===== config.mk =====
export PLATFORM = sky130hd
export DESIGN_NAME = line_fill_buffer
export DESIGN_NICKNAME = d
export VERILOG_FILES = /design/src/rtl/line_fill_buffer.sv
export SDC_FILE = /design/constraint.sdc
export NUM_CORES = 1
export LEC_CHECK = 0
export BUFFER_PORTS_ARGS = -buffer_cell sky130_fd_sc_hd__buf_2
export CAP_MARGIN = 20
export CORE_MARGIN = 3
export CORE_UTILIZATION = 45
export CTS_CLUSTER_DIAMETER = 100
export CTS_CLUSTER_SIZE = 12
export DETAILED_ROUTE_END_ITERATION = 6
export PLACE_DENSITY = 0.73
export SLEW_MARGIN = 20
export SYNTH_ARGS = -nofsm -noshare
export SYNTH_HDL_FRONTEND = slang
export SYNTH_SLANG_ARGS = --single-unit

===== constraint.sdc =====
create_clock -name clk -period 5.8 [get_ports clk]
set_input_delay 0.29 -clock clk [delete_from_list [all_inputs] [get_ports clk]]
set_output_delay 0.29 -clock clk [all_outputs]
set_load 0.1 [all_outputs]

===== src/rtl/line_fill_buffer.sv =====
// Line fill buffer: fetches one 128-bit line from physical memory as BEAT_W-bit
// beats and hands the assembled line to the cache data array with a done pulse.
module line_fill_buffer #(
  parameter int BEAT_W = 32
) (
  input  logic              clk,
  input  logic              rst_n,
  input  logic              fill_req,
  input  logic [15:0]       fill_addr,
  output logic              pmem_read,
  output logic [15:0]       pmem_address,
  input  logic [BEAT_W-1:0] pmem_rdata,
  input  logic              pmem_resp,
  output logic              busy,
  output logic              fill_done,
  output logic [127:0]      fill_line
);

  localparam int BEATS = 128 / BEAT_W;
  localparam int CNT_W = (BEATS > 1) ? $clog2(BEATS) : 1;
  localparam logic [CNT_W-1:0] LAST_BEAT = CNT_W'(BEATS - 1);

  typedef enum logic [1:0] {IDLE, FETCH, DONE} state_t;

  state_t           state;
  logic [CNT_W-1:0] beat_cnt;

  // The byte offset within the line never reaches memory; the request is line-aligned.
  logic unused_addr_bits;
  assign unused_addr_bits = ^fill_addr[3:0];

  always_ff @(posedge clk) begin
    if (!rst_n) begin
      state        <= IDLE;
      beat_cnt     <= '0;
      pmem_read    <= 1'b0;
      pmem_address <= 16'h0000;
      busy         <= 1'b0;
      fill_done    <= 1'b0;
      fill_line    <= '0;
    end else begin
      case (state)
        IDLE: begin
          fill_done <= 1'b0;
          if (fill_req) begin
            pmem_address <= {fill_addr[15:4], 4'b0000};
            beat_cnt     <= '0;
            pmem_read    <= 1'b1;
            busy         <= 1'b1;
            state        <= FETCH;
          end
        end

        FETCH: begin
          if (pmem_resp) begin
            fill_line[beat_cnt*BEAT_W +: BEAT_W] <= pmem_rdata;
            beat_cnt <= beat_cnt + 1'b1;
            // Leaving on the last capture edge drops the read request immediately.
            if (beat_cnt == LAST_BEAT) begin
              pmem_read <= 1'b0;
              busy      <= 1'b0;
              fill_done <= 1'b1;
              state     <= DONE;
            end
          end
        end

        DONE: begin
          fill_done <= 1'b0;
          state     <= IDLE;
        end

        default: begin
          pmem_read <= 1'b0;
          busy      <= 1'b0;
          fill_done <= 1'b0;
          state     <= IDLE;
        end
      endcase
    end
  end

endmodule


======== Word level (Yosys, flattened, before mapping) ========
Index checks and enable logic that the tools add are counted.
cells by class
  add/subtract/negate cells ............... 2
  eq/ne operators ......................... 6
  shift-type cells ........................ 2
  mux-type cells .......................... 12
  bitwise gates (word level) .............. 1
  reductions and logical operators ........ 9
operators by type and width
  cell                         number
  $bwmux W128                  1
  $shift A32 B34 Y128 const A  1
  $shiftx A32 B34 Y128         1
  $neg A7 Y34                  1
  $mux W2                      5
  $pmux W2 S2                  2
  $reduce_and A2 Y1            4
  $ne A2 B2 Y1 const B         3
  $reduce_and A3 Y1            2
  $eq A2 B2 Y1 const B         2
  $reduce_and A4 Y1            1
  $mux W1                      3
  $pmux W1 S3                  1
  $add A2 B1 Y2 const B        1
  $eq A2 B1 Y1 const B         1
  $logic_not A2 Y1             1
  $reduce_bool A2 Y1           1
  $not A1 Y1                   1
word-level totals
  flip-flop bits (word level) ............. 146
  output and inout bits ................... 147
  word-level logic and storage cells ...... 38

======== Depth between registers and ports, before layout ========
Gate-level depths: netlist of run 1.
  word-level depth ........................ 4
  gate-level depth with buffers ........... 7
  depth with buffers taken out ............ 5

======== Least setup slack after synthesis of run 1 ========
No wires, ideal clock.
  path type ............................... reg-to-reg
  start ................................... register beat_cnt[0]
  end ..................................... register fill_line[22]
  arrival ................................. 1.840 ns
  data required time ...................... 5.724 ns
  path slack .............................. 3.884 ns
  stages on the path, launching flop included .. 7
  path buffers ............................ 1
  period minus slack after synthesis ...... 1.916 ns
  cell sequence ........................... dfxtp_1 > inv_1 > ha_1 > nor3b_2 > buf_2 > nand3_1 > a21boi_0
on the way
  cells in the longest elaborated chain, start to end .. 3
  elaborated cells between the ends (all ways) .. 4
  those cells by class .................... add/sub (1); shift (2); mux (1)
RTL lines
  element                                                      RTL line  RTL
  start, declared                                              26        logic [CNT_W-1:0] beat_cnt;
  start signal, assigned                                       57        beat_cnt <= beat_cnt + 1'b1;
  $neg A7 Y34 (*)                                              56        fill_line[beat_cnt*BEAT_W +: BEAT_W] <= pmem_rdata;
  $shiftx A32 B34 Y128 or $shift A32 B34 Y128 (tied branches)  56
  $bwmux W128 (*)                                              56
  end signal, assigned by index                                56
  end, declared                                                16        output logic [127:0] fill_line
Mark *: on every way between the ends. The rest lies on a longest branch, timed or not.
A chain may end at the register's enable or synchronous reset.

======== Worst setup path in the final report of run 1 ========
  start ................................... register beat_cnt[0]
  end ..................................... register fill_line[74]
Same word-level chain as after synthesis.

==> impl_results.md, run 1 <==
- Critical path type: reg2reg
- Final setup fails: 0
- Status: completed
- Sink Count: 146
- Maximum VDD drop: 0.205 mV
- Setup Fix Bufs, Post-CTS: 0
- Critical Path Start Type: flop
- Die ar.: 13800 µm²
- Post-synth top cells: nand2_1, dfxtp_1, nand3_1
- Post-Synthesis Cells: 635
- Min cycle time layout: 2.88 ns
- Fraction of the cycle the final worst path needs: 0.497
- Setup WS post-layout: 2.92 ns
- Root Driver: clkbuf_16
- Clock Power Share: 0.488
- Mean Syn Cell Area: 8.82 µm²
- Starting Density: 0.464
- First-pass GRT wire length: 26400 µm
- Antenna violations before repair: 0
- Top post-synthesis cells by area: dfxtp_1, nand2_1, nand3_1, a21boi_0, o22ai_1
- Post-DRT Antenna Nets: 0
- Via-to-Cell Ratio: 5.39
- Net Switching: 0.635 mW
- Final slew viol count: 0
- CP top delay family: simple AND/OR/NAND/NOR gates
- Post-cts resize count: 0
- Nets: 848
- GRT overflow: 0
- I/O Pins: 199
- Drt total wl: 16500 µm
- Post-synth EDFFs: 0
- Achievable clock frequency: 347 MHz
- CP max FO: 32
- Async set or reset register ratio after synthesis: 0
- Mapped cell area: 5600 µm²
- Worst path arrival time: 3.19 ns
- Seq cells post-synth: 146
- Core Region: 12100 µm²
- Post-DP HPWL: 11300 µm
- Combinational fraction of design power: 0.101
- Share of the synthesized area in the top cell type: 0.522
- Layout cells sized above 1: 0.305
- Leakage: 3.17 nW
- Clock Path Buffers: 2
- Largest net degree at the start of global routing: 98
- CP endpoint kind: flop
- RR Startpoint: beat_cnt[0]$_SDFFE_PN0P_
- Via count: 5242
- H-tree Lvls: 4
- Crit-path cells: inv_1 -> ha_1 -> nor2_1 -> nand4_2 -> o22ai_1
- Worst Hold Launch: fill_addr[6]
- Sw frac: 0.254
- Synth Flop Type: dfxtp_1
- Vias in the first global route: 5113
- Chip Height: 118 µm
- Wire per inst: 17.0 µm
- Clk_skew: 0.00624 ns
- Power per cell area: 349 nW/µm²
- Tot GR Track Use: 0.237
- Hold Buf Count CTS: 0
- DR pass1 iterations: 7
- Slew HR: 0.391
- Insertion delay to the later sink of the worst-skew pair: 0.42 ns
- CP Data Required Time: 6.10 ns
- Reg clk slew, reported paths: 0.06 ns
- Max Cap Viol: 0
- Max incr delay on CP: 0.78 ns
- CTS tree: built
- Reg power frac: 0.411
- Die W: 118 µm
- Synth area leader: dfxtp_1
- N_diodes: 0
- Placer Congestion: 0.924
- Worst-Margin Slew: 0.911 ns
- Internal Power: 1.87 mW
- Distinct cells, synth: 32
- Pre-CTS setup slack: 2.96 ns
- Area growth from synthesis to layout: 28.3%
- DRT iter0 DRCs: 470
- Slowest-stage cell, CP: nand4_2
- CTS Buf Count: 17
- FP Rows: 40
- I/O Buffers: 190
- Hold Vio Cnt, Final: 0
- RSZ-0062 raised after global routing: no
- Crit path buf inv count: 1
- Post-synthesis sequential area ratio: 0.522
- DRC: 0
- Synth warnings: 0
- Setup crit start: beat_cnt[0]$_SDFFE_PN0P_
- Final setup TNS: 0 ns
- Hold Crit Class: in2reg
- Most frequent cell after synthesis: nand2_1
-- per-layer routing --
| layer | track usage | share of wire | vias to the layer above |
|---|---|---|---|
| met3 | 0.0692 | 0.073 | 42 |
| met4 | 0.105 | 0.035 | 0 |
| met5 | 0 | 0 | - |
| met2 | 0.393 | 0.49 | 222 |
| li1 | - | - | 2484 |
| met1 | 0.285 | 0.40 | 2494 |
-- power by group through the flow --
stage / Sequential (mW) / Combinational [mW] / Clock [mW]
after global routing: 1.03 / 0.266 / 1.28
after global placement: 1.05 / 0.249 / 0
final: 1.03 / 0.253 / 1.22
after floorplan: 1.15 / 0.0951 / 0
after CTS: 1.03 / 0.252 / 1.23
after detailed placement: 1.05 / 0.251 / 0
-- placed cells by master, fill, tap and decap left out, drive strengths merged --
cell type	netlist	layout
clkbuf	28	21
nor4b	1	1
inv	3	4
clkinv	0	3
bufinv	0	5
conb	1	4
clkinvlp	0	2
nand3	97	97
nor2	1	1
nor3b	4	4
ha	5	5
nand2	153	153
and2	1	1
o22ai	34	34
a21oi	2	2
nand4b	4	4
buf	35	197
a21boi	73	73
dfxtp	146	146
or3b	1	1
and4b	4	4
o21ai	38	38
nand3b	1	1
nand4	2	2
and3b	1	1
-- per-stage QoR --
stage               utilization  instances  cell area (µm²)  power [mW]  hold WS (ns)
floorplan                     -        638             5610        1.25         0.435
global placement          0.539        940             6510        1.30         0.437
detailed placement        0.539        940             6510        1.30         0.442
CTS                       0.595        972             7180        2.51         0.109
global route              0.595        972             7180        2.58         0.119
finish                    0.595        972             7180        2.50         0.124
-- cells by family (layout without fill, tap and decap cells) --
group,Yosys count,count (layout),synth area share
AO/OA/AOI/OAI,147,147,0.178
adder cells (fa/ha/maj),5,5,0.0112
buffers and inverters,66,232,0.0601
flip-flops,146,146,0.522
other,1,4,0.000670
AND/OR/NAND/NOR,270,270,0.228
-- final timing paths --
check / endpoint / slack (ns) / cells past startpoint
max: fill_line[74]$_SDFFE_PN0P_ / 2.92 / 5
min: pmem_address[6]$_SDFFE_PN0P_ / 0.12 / 3
max reg2reg: fill_line[74]$_SDFFE_PN0P_ / 2.92 / 5
min reg2reg: fill_line[119]$_SDFFE_PN0P_ / 0.45 / 2
-- state kept, by name, summed over array words and instances, names as in the netlist --
name / flops
fill_line: 128
pmem_address: 12
fill_done: 1
state: 2
busy: 1
beat_cnt: 2
-- final cells by class --
| class | count | area (µm²) |
|---|---|---|
| flip-flops and latches | 146 | 2920 |
| fillers | 1064 | 4880 |
| clock buffers | 21 | 470 |
| repair buffers | 197 | 1010 |
| multi-input cells | 426 | 2360 |
| inverters | 3 | 11.3 |
| well taps | 168 | 210 |
| clock inverters | 11 | 200 |
-- tightest hold or removal path, stage by stage --
cell,delay [ns]
buf_2,0.09
nand2_1,0.04
a21boi_0,0.06
Power figures use the tool's default switching activity.
==> inputs of run 2 (changes only) <==
ABC_AREA = 1   (was not set)
clock period = 3.02 ns   (was 5.8 ns; I/O delays follow)
==> run 2 against run 1 <==
Register-to-register slack got worse by 2.4 ns. Final area rose by 5.2%. Global-route usage rose by 1.3 points. Largest cell class unchanged. Critical path depth rose by 3. Count of clock-buffer cells in the layout did not move. Critical endpoint is now fill_line[95]$_SDFFE_PN0P_.
==> impl_results.md, run 2 <==
- Status: completed
- Final Cell Area: 7550 µm²
- Die ar.: 14500 µm²
- Biggest regs: fill_line x128, pmem_address x12
- Clock Path Buffers: 2
- Min cycle time layout: 2.50 ns
- DRT iter0 DRCs: 496
- Post-synth top cells: dfxtp_1, nand2_1, a21oi_1
- Seq cells post-synth: 146
- Max Cap Viol: 0
- Fraction of the cycle the final worst path needs: 0.829
- Mapped cell area: 5900 µm²
- Final core utilization: 0.594
- Final setup fails: 0
- Hold Crit Class: in2reg
- Maximum VDD drop: 0.341 mV
- Mean Syn Cell Area: 7.52 µm²
- Largest net degree at the start of global routing: 59
- Final setup TNS: 0 ns
- Uppermost layer routed: met4
- Wire per inst: 16.1 µm
- Async set or reset register ratio after synthesis: 0
- GRT overflow: 0
- Placer Congestion: 0.841
- Worst path arrival time: 2.85 ns
- Met1 WL: 7600 µm
- DR pass1 iterations: 5
- Vias in the first global route: 5429
- Die W: 121 µm
- Number of flip-flops in the largest register: 128
- CP endpoint kind: flop
- Most frequent cells in the layout: buf_2, dfxtp_1, nand2_1
- Nets: 1013
- Achievable clock frequency: 400 MHz
- Share of the synthesized area in the top cell type: 0.495
- Area growth from synthesis to layout: 28.0%
- Drt total wl: 18400 µm
- First-pass GRT wire length: 28400 µm
- Antenna violations before repair: 0
- Slew HR: 0.414
- RSZ-0062 raised after global routing: no
- Post-Synthesis Cells: 785
- Power per cell area: 674 nW/µm²
- Sink Count: 146
- Pre-CTS setup slack: 0.539 ns
- Most frequent cell after synthesis: dfxtp_1
- Reg clk slew, reported paths: 0.06 ns
- CTS tree: built
- CP max FO: 23
- CTS Buf Count: 17
- Chip Height: 121 µm
- Hold Vio Cnt, Final: 0
- Top post-synthesis cells by area: dfxtp_1, a21oi_1, nand2_1, nand3_1, nor2_1
- Leakage: 3.45 nW
- Placed cell count: 1098
- Critical Path Start Type: flop
- H-tree Lvls: 4
- FP Rows: 41
- Setup WS post-layout: 0.517 ns
- Distinct cells, synth: 24
- Insertion delay to the later sink of the worst-skew pair: 0.42 ns
- Via-to-Cell Ratio: 5.21
- Post-DRT Antenna Nets: 0
- Post-synthesis sequential area ratio: 0.495
- Placed Area: 6840 µm²
- Layout cells sized above 1: 0.256
- Post-synth EDFFs: 0
- Most common cell after layout, fill and taps aside: buf_2
- Metal3 WL: 1830 µm
- Root Driver: clkbuf_16
- CP Data Required Time: 3.36 ns
- Power consumption: 5.09 mW
- Core Region: 12700 µm²
- Final slew viol count: 0
- Worst-Margin Slew: 0.877 ns
- Critical path type: reg2reg
- N_diodes: 0
- Starting Density: 0.464
- Synth Flop Type: dfxtp_1
- # fillers: 1192
- Setup Fix Bufs, Post-CTS: 0
- Synth warnings: 0
- I/O Buffers: 190
- Post-route insts no fill: 1140
- Tot GR Track Use: 0.250
- Met2 WL: 8530 µm
- Post-DP HPWL: 12300 µm
- DRC: 0
- Clk_skew: 0.00863 ns
- I/O Pins: 199
- Hold WS: 0.0159 ns
- Via count: 5943
- Most flops, register: fill_line
- Synth area leader: dfxtp_1
==> run 2: cell types whose count changed in the layout (fill, tap and decap cells not counted), moves of 13 or more <==
cell,previous run,this run
a21boi_0,49,0
a21boi_1,24,0
a21oi_1,2,129
inv_1,3,50
nand3_1,97,69
nor2_1,1,85
nor3_1,0,13
o21ai_0,24,51
o22ai_1,34,0
==> run 2: cell type report <==
class,count,area (µm²),share of cell area
tap,172,215,0.0285
multi-input combinational,525,2450,0.325
clock buffer,21,470,0.0623
sequential,146,2920,0.387
inverter,54,203,0.0268
clock inverter,10,133,0.0176
timing repair buffer,212,1160,0.153
==> run 2: worst max-delay path, stage by stage (launching register included) <==
cell     delay (ns)
dfxtp_1        0.32
inv_1          0.12
ha_1           0.40
inv_1          0.09
nor2_2         0.44
nand2_2        0.22
nor2_4         0.53
nand3_1        0.14
a21oi_1        0.16
==> run 2: timing repair <==
action                                  4_1_cts  5_1_grt
gates resized for setup                       0        0
hold buffers                                 11        0
endpoints found under the setup margin        0        0
endpoints found under the hold margin        11        0
==> run 2: final timing paths <==
path	slack [ns]	endpoint	start	depth (start not counted)
hold / removal	0.02	pmem_address[6]$_SDFFE_PN0P_	fill_addr[6]	3
setup / recovery	0.52	fill_line[95]$_SDFFE_PN0P_	beat_cnt[0]$_SDFFE_PN0P_	8
hold reg to reg	0.46	fill_line[80]$_SDFFE_PN0P_	fill_line[80]$_SDFFE_PN0P_	2
setup reg to reg	0.52	fill_line[95]$_SDFFE_PN0P_	beat_cnt[0]$_SDFFE_PN0P_	8
==> run 2: metal layers <==
metal | track usage | up-vias
met5 | 0 | -
met4 | 0.0807 | 0
met3 | 0.0730 | 36
met2 | 0.397 | 282
met1 | 0.327 | 2724
li1 | - | 2901
==> run 2: power by group <==
group | switching, mW | internal [mW] | total (mW)
logic | 0.767 | 0.155 | 0.923
clock network | 0.797 | 1.35 | 2.15
registers | 0.0292 | 1.99 | 2.02
==> run 2: logic make-up (layout without fill, tap and decap cells) <==
| group | Yosys count | in the layout | share of synthesized area |
|---|---|---|---|
| AO/OA/AOI/OAI | 184 | 184 | 0.157 |
| adder cells (fa/ha/maj) | 5 | 5 | 0.0106 |
| buffers and inverters | 117 | 297 | 0.0909 |
| flip-flops | 146 | 146 | 0.495 |
| other | 1 | 4 | 0.000635 |
| AND/OR/NAND/NOR | 332 | 332 | 0.245 |
==> inputs of run 3 (changes only) <==
clock period = 2.5 ns   (was 3.02 ns; I/O delays follow)
==> run 3 against run 2 <==
Largest power group is now sequential cells. Count of clock-buffer cells in the layout unchanged. Critical endpoint is now fill_line[119]$_SDFFE_PN0P_. Worst hold slack improved by 0.013 ns. Final cell count increased by 0.26%. Largest cell class unchanged. Sequential cell count unchanged. Register-to-register slack got worse by 0.18 ns. Utilization decreased by 0.21 points. Sequential share of layout area increased by 0.14 points.
==> impl_results.md, run 3 (same netlist as run 2, synthesis figures left out) <==
- Status: completed
- Most common cell after layout, fill and taps aside: buf_2
- Clk_skew: 0.00569 ns
- Crit-path cells: buf_4 -> ha_1 -> nand2_1 -> inv_1 -> nand2_2 -> nor2_2 -> buf_4 -> nand3_1 -> a21oi_1
- Internal Power: 4.02 mW
- Chip Height: 121 µm
- Critical Path Start Type: flop
- R2R setup slack: 0.33 ns
- Slowest-stage cell, CP: buf_4
- Post-DP HPWL: 12200 µm
- Post-cts resize count: 0
- CP endpoint kind: flop
- Min cycle time layout: 2.17 ns
- Most flops, register: fill_line
- Via count: 5887
- Max Cap Viol: 0
- FP Rows: 41
- Hold Crit Class: in2reg
- H-tree Lvls: 4
- Die ar.: 14500 µm²
- RR Startpoint: beat_cnt[0]$_SDFFE_PN0P_
- RSZ-0062 raised after global routing: no
- Nets: 1015
- Starting Density: 0.464
- CTS Buf Count: 17
- Max incr delay on CP: 0.38 ns
- Critical path type: reg2reg
- Leakage: 3.45 nW
- Wire per inst: 16.1 µm
- I/O Buffers: 190
- CP top delay family: buffers and inverters
- Tot GR Track Use: 0.250
- Via-to-Cell Ratio: 5.15
- Number of flip-flops in the largest register: 128
- Achievable clock frequency: 462 MHz
- Vias in the first global route: 5370
- Maximum VDD drop: 0.419 mV
- Final setup fails: 0
- Net Switching: 1.91 mW
- Die W: 121 µm
- Root Driver: clkbuf_16
- Final slew viol count: 0
- Largest net degree at the start of global routing: 59
- Hold Vio Cnt, Final: 0
- Worst Hold Launch: pmem_rdata[2]
- Hold Crit Depth: 3
- Crit path buf inv count: 3
- Worst path arrival time: 2.51 ns
- GRT overflow: 0
- Power consumption: 5.93 mW
- R2r endpoint: fill_line[119]$_SDFFE_PN0P_
- Placer Congestion: 0.814
- DRC: 0
- Drt total wl: 18500 µm
- Hold Path Sink: fill_line[98]$_SDFFE_PN0P_
- Post-DRT Antenna Nets: 0
- DRT iter0 DRCs: 636
- Cell count of the worst reg-to-reg path: 9
- Reg power frac: 0.411
- Fraction of the cycle the final worst path needs: 0.866
- Reg clk slew, reported paths: 0.06 ns
- CTS tree: built
- Sink Count: 146
- Core Region: 12700 µm²
- Slew HR: 0.396
- Setup crit start: beat_cnt[0]$_SDFFE_PN0P_
- Most frequent cells in the layout: buf_2, dfxtp_1, nand2_1
- Most frequent CP cell: buf_4
- N_diodes: 0
- Clock Power Share: 0.401
- Antenna violations before repair: 0
- CP Data Required Time: 2.85 ns
- Biggest regs: fill_line x128, pmem_address x12
- Final setup TNS: 0 ns
- CP max FO: 40
- First-pass GRT wire length: 28400 µm
- Sw frac: 0.322
- Area growth from synthesis to layout: 27.5%
- Insertion delay to the later sink of the worst-skew pair: 0.41 ns
- Power per cell area: 788 nW/µm²
- DR pass1 iterations: 5
- Clock Path Buffers: 2
- Worst-Margin Slew: 0.903 ns
- Combinational fraction of design power: 0.188
- I/O Pins: 199
- Layout cells sized above 1: 0.256
run 3: cell types whose count changed in the layout (fill, tap and decap cells not counted), sizes merged:
cell,delta
clkinvlp,-2
dlygate4sd3,+2
clkinv,+5
bufinv,-2
run 3: metrics by stage:
step	hold WS [ns]	util	instance area (µm²)	instances	setup WS (ns)
finish	0.0293	0.592	7530	1143	0.335
global route	0.0156	0.592	7530	1143	0.104
CTS	0.0166	0.592	7530	1143	0.339
detailed placement	0.383	0.538	6840	1098	0.363
global placement	0.376	0.538	6840	1098	0.421
floorplan	0.263	-	5910	788	0.725
run 3: layer usage:
layer,global-route usage,part of all wire
met5,0,0
met4,0.0772,0.021
met3,0.0748,0.081
met2,0.393,0.47
met1,0.331,0.43
run 3: power by group through the flow:
| stage | registers (mW) | clock network, mW | logic (mW) |
|---|---|---|---|
| finish | 2.44 | 2.38 | 1.11 |
| global route | 2.44 | 2.52 | 1.18 |
| CTS | 2.44 | 2.41 | 1.11 |
| detailed placement | 2.49 | 0 | 1.09 |
| global placement | 2.48 | 0 | 1.09 |
| floorplan | 2.98 | 0 | 0.381 |
run 3: worst max path at each step:
stage | end | slack, ns | cells after the start
final | fill_line[119]$_SDFFE_PN0P_ | 0.33 | 9
after global placement | fill_line[121]$_SDFFE_PN0P_ | 0.42 | 9
after global routing | fill_line[121]$_SDFFE_PN0P_ | 0.10 | 9
after detailed placement | fill_line[100]$_SDFFE_PN0P_ | 0.36 | 9
after floorplan | fill_line[70]$_SDFFE_PN0P_ | 0.73 | 9
after CTS | fill_line[121]$_SDFFE_PN0P_ | 0.34 | 9
run 3: timing repair:
item	4_1_cts	5_1_grt
hold endpoints to repair	13	0
buffers inserted	0	0
hold buffers	13	0
run 3: worst reg2reg max path, cell delays in order (launching register included):
cell and delay [ns]:
dfxtp_1 0.32, buf_4 0.38, ha_1 0.25, nand2_1 0.05, inv_1 0.08, nand2_2 0.23, nor2_2 0.15, buf_4 0.36
nand3_1 0.14, a21oi_1 0.14
run 3: area by class of cell:
| cell class | instances | area, µm² |
|---|---|---|
| clock buffer | 21 | 470 |
| clock inverter | 11 | 86.3 |
| fill | 1213 | 5190 |
| inverter | 54 | 203 |
| multi-input combinational | 525 | 2450 |
| sequential | 146 | 2920 |
| tap | 172 | 215 |
| timing repair buffer | 214 | 1180 |
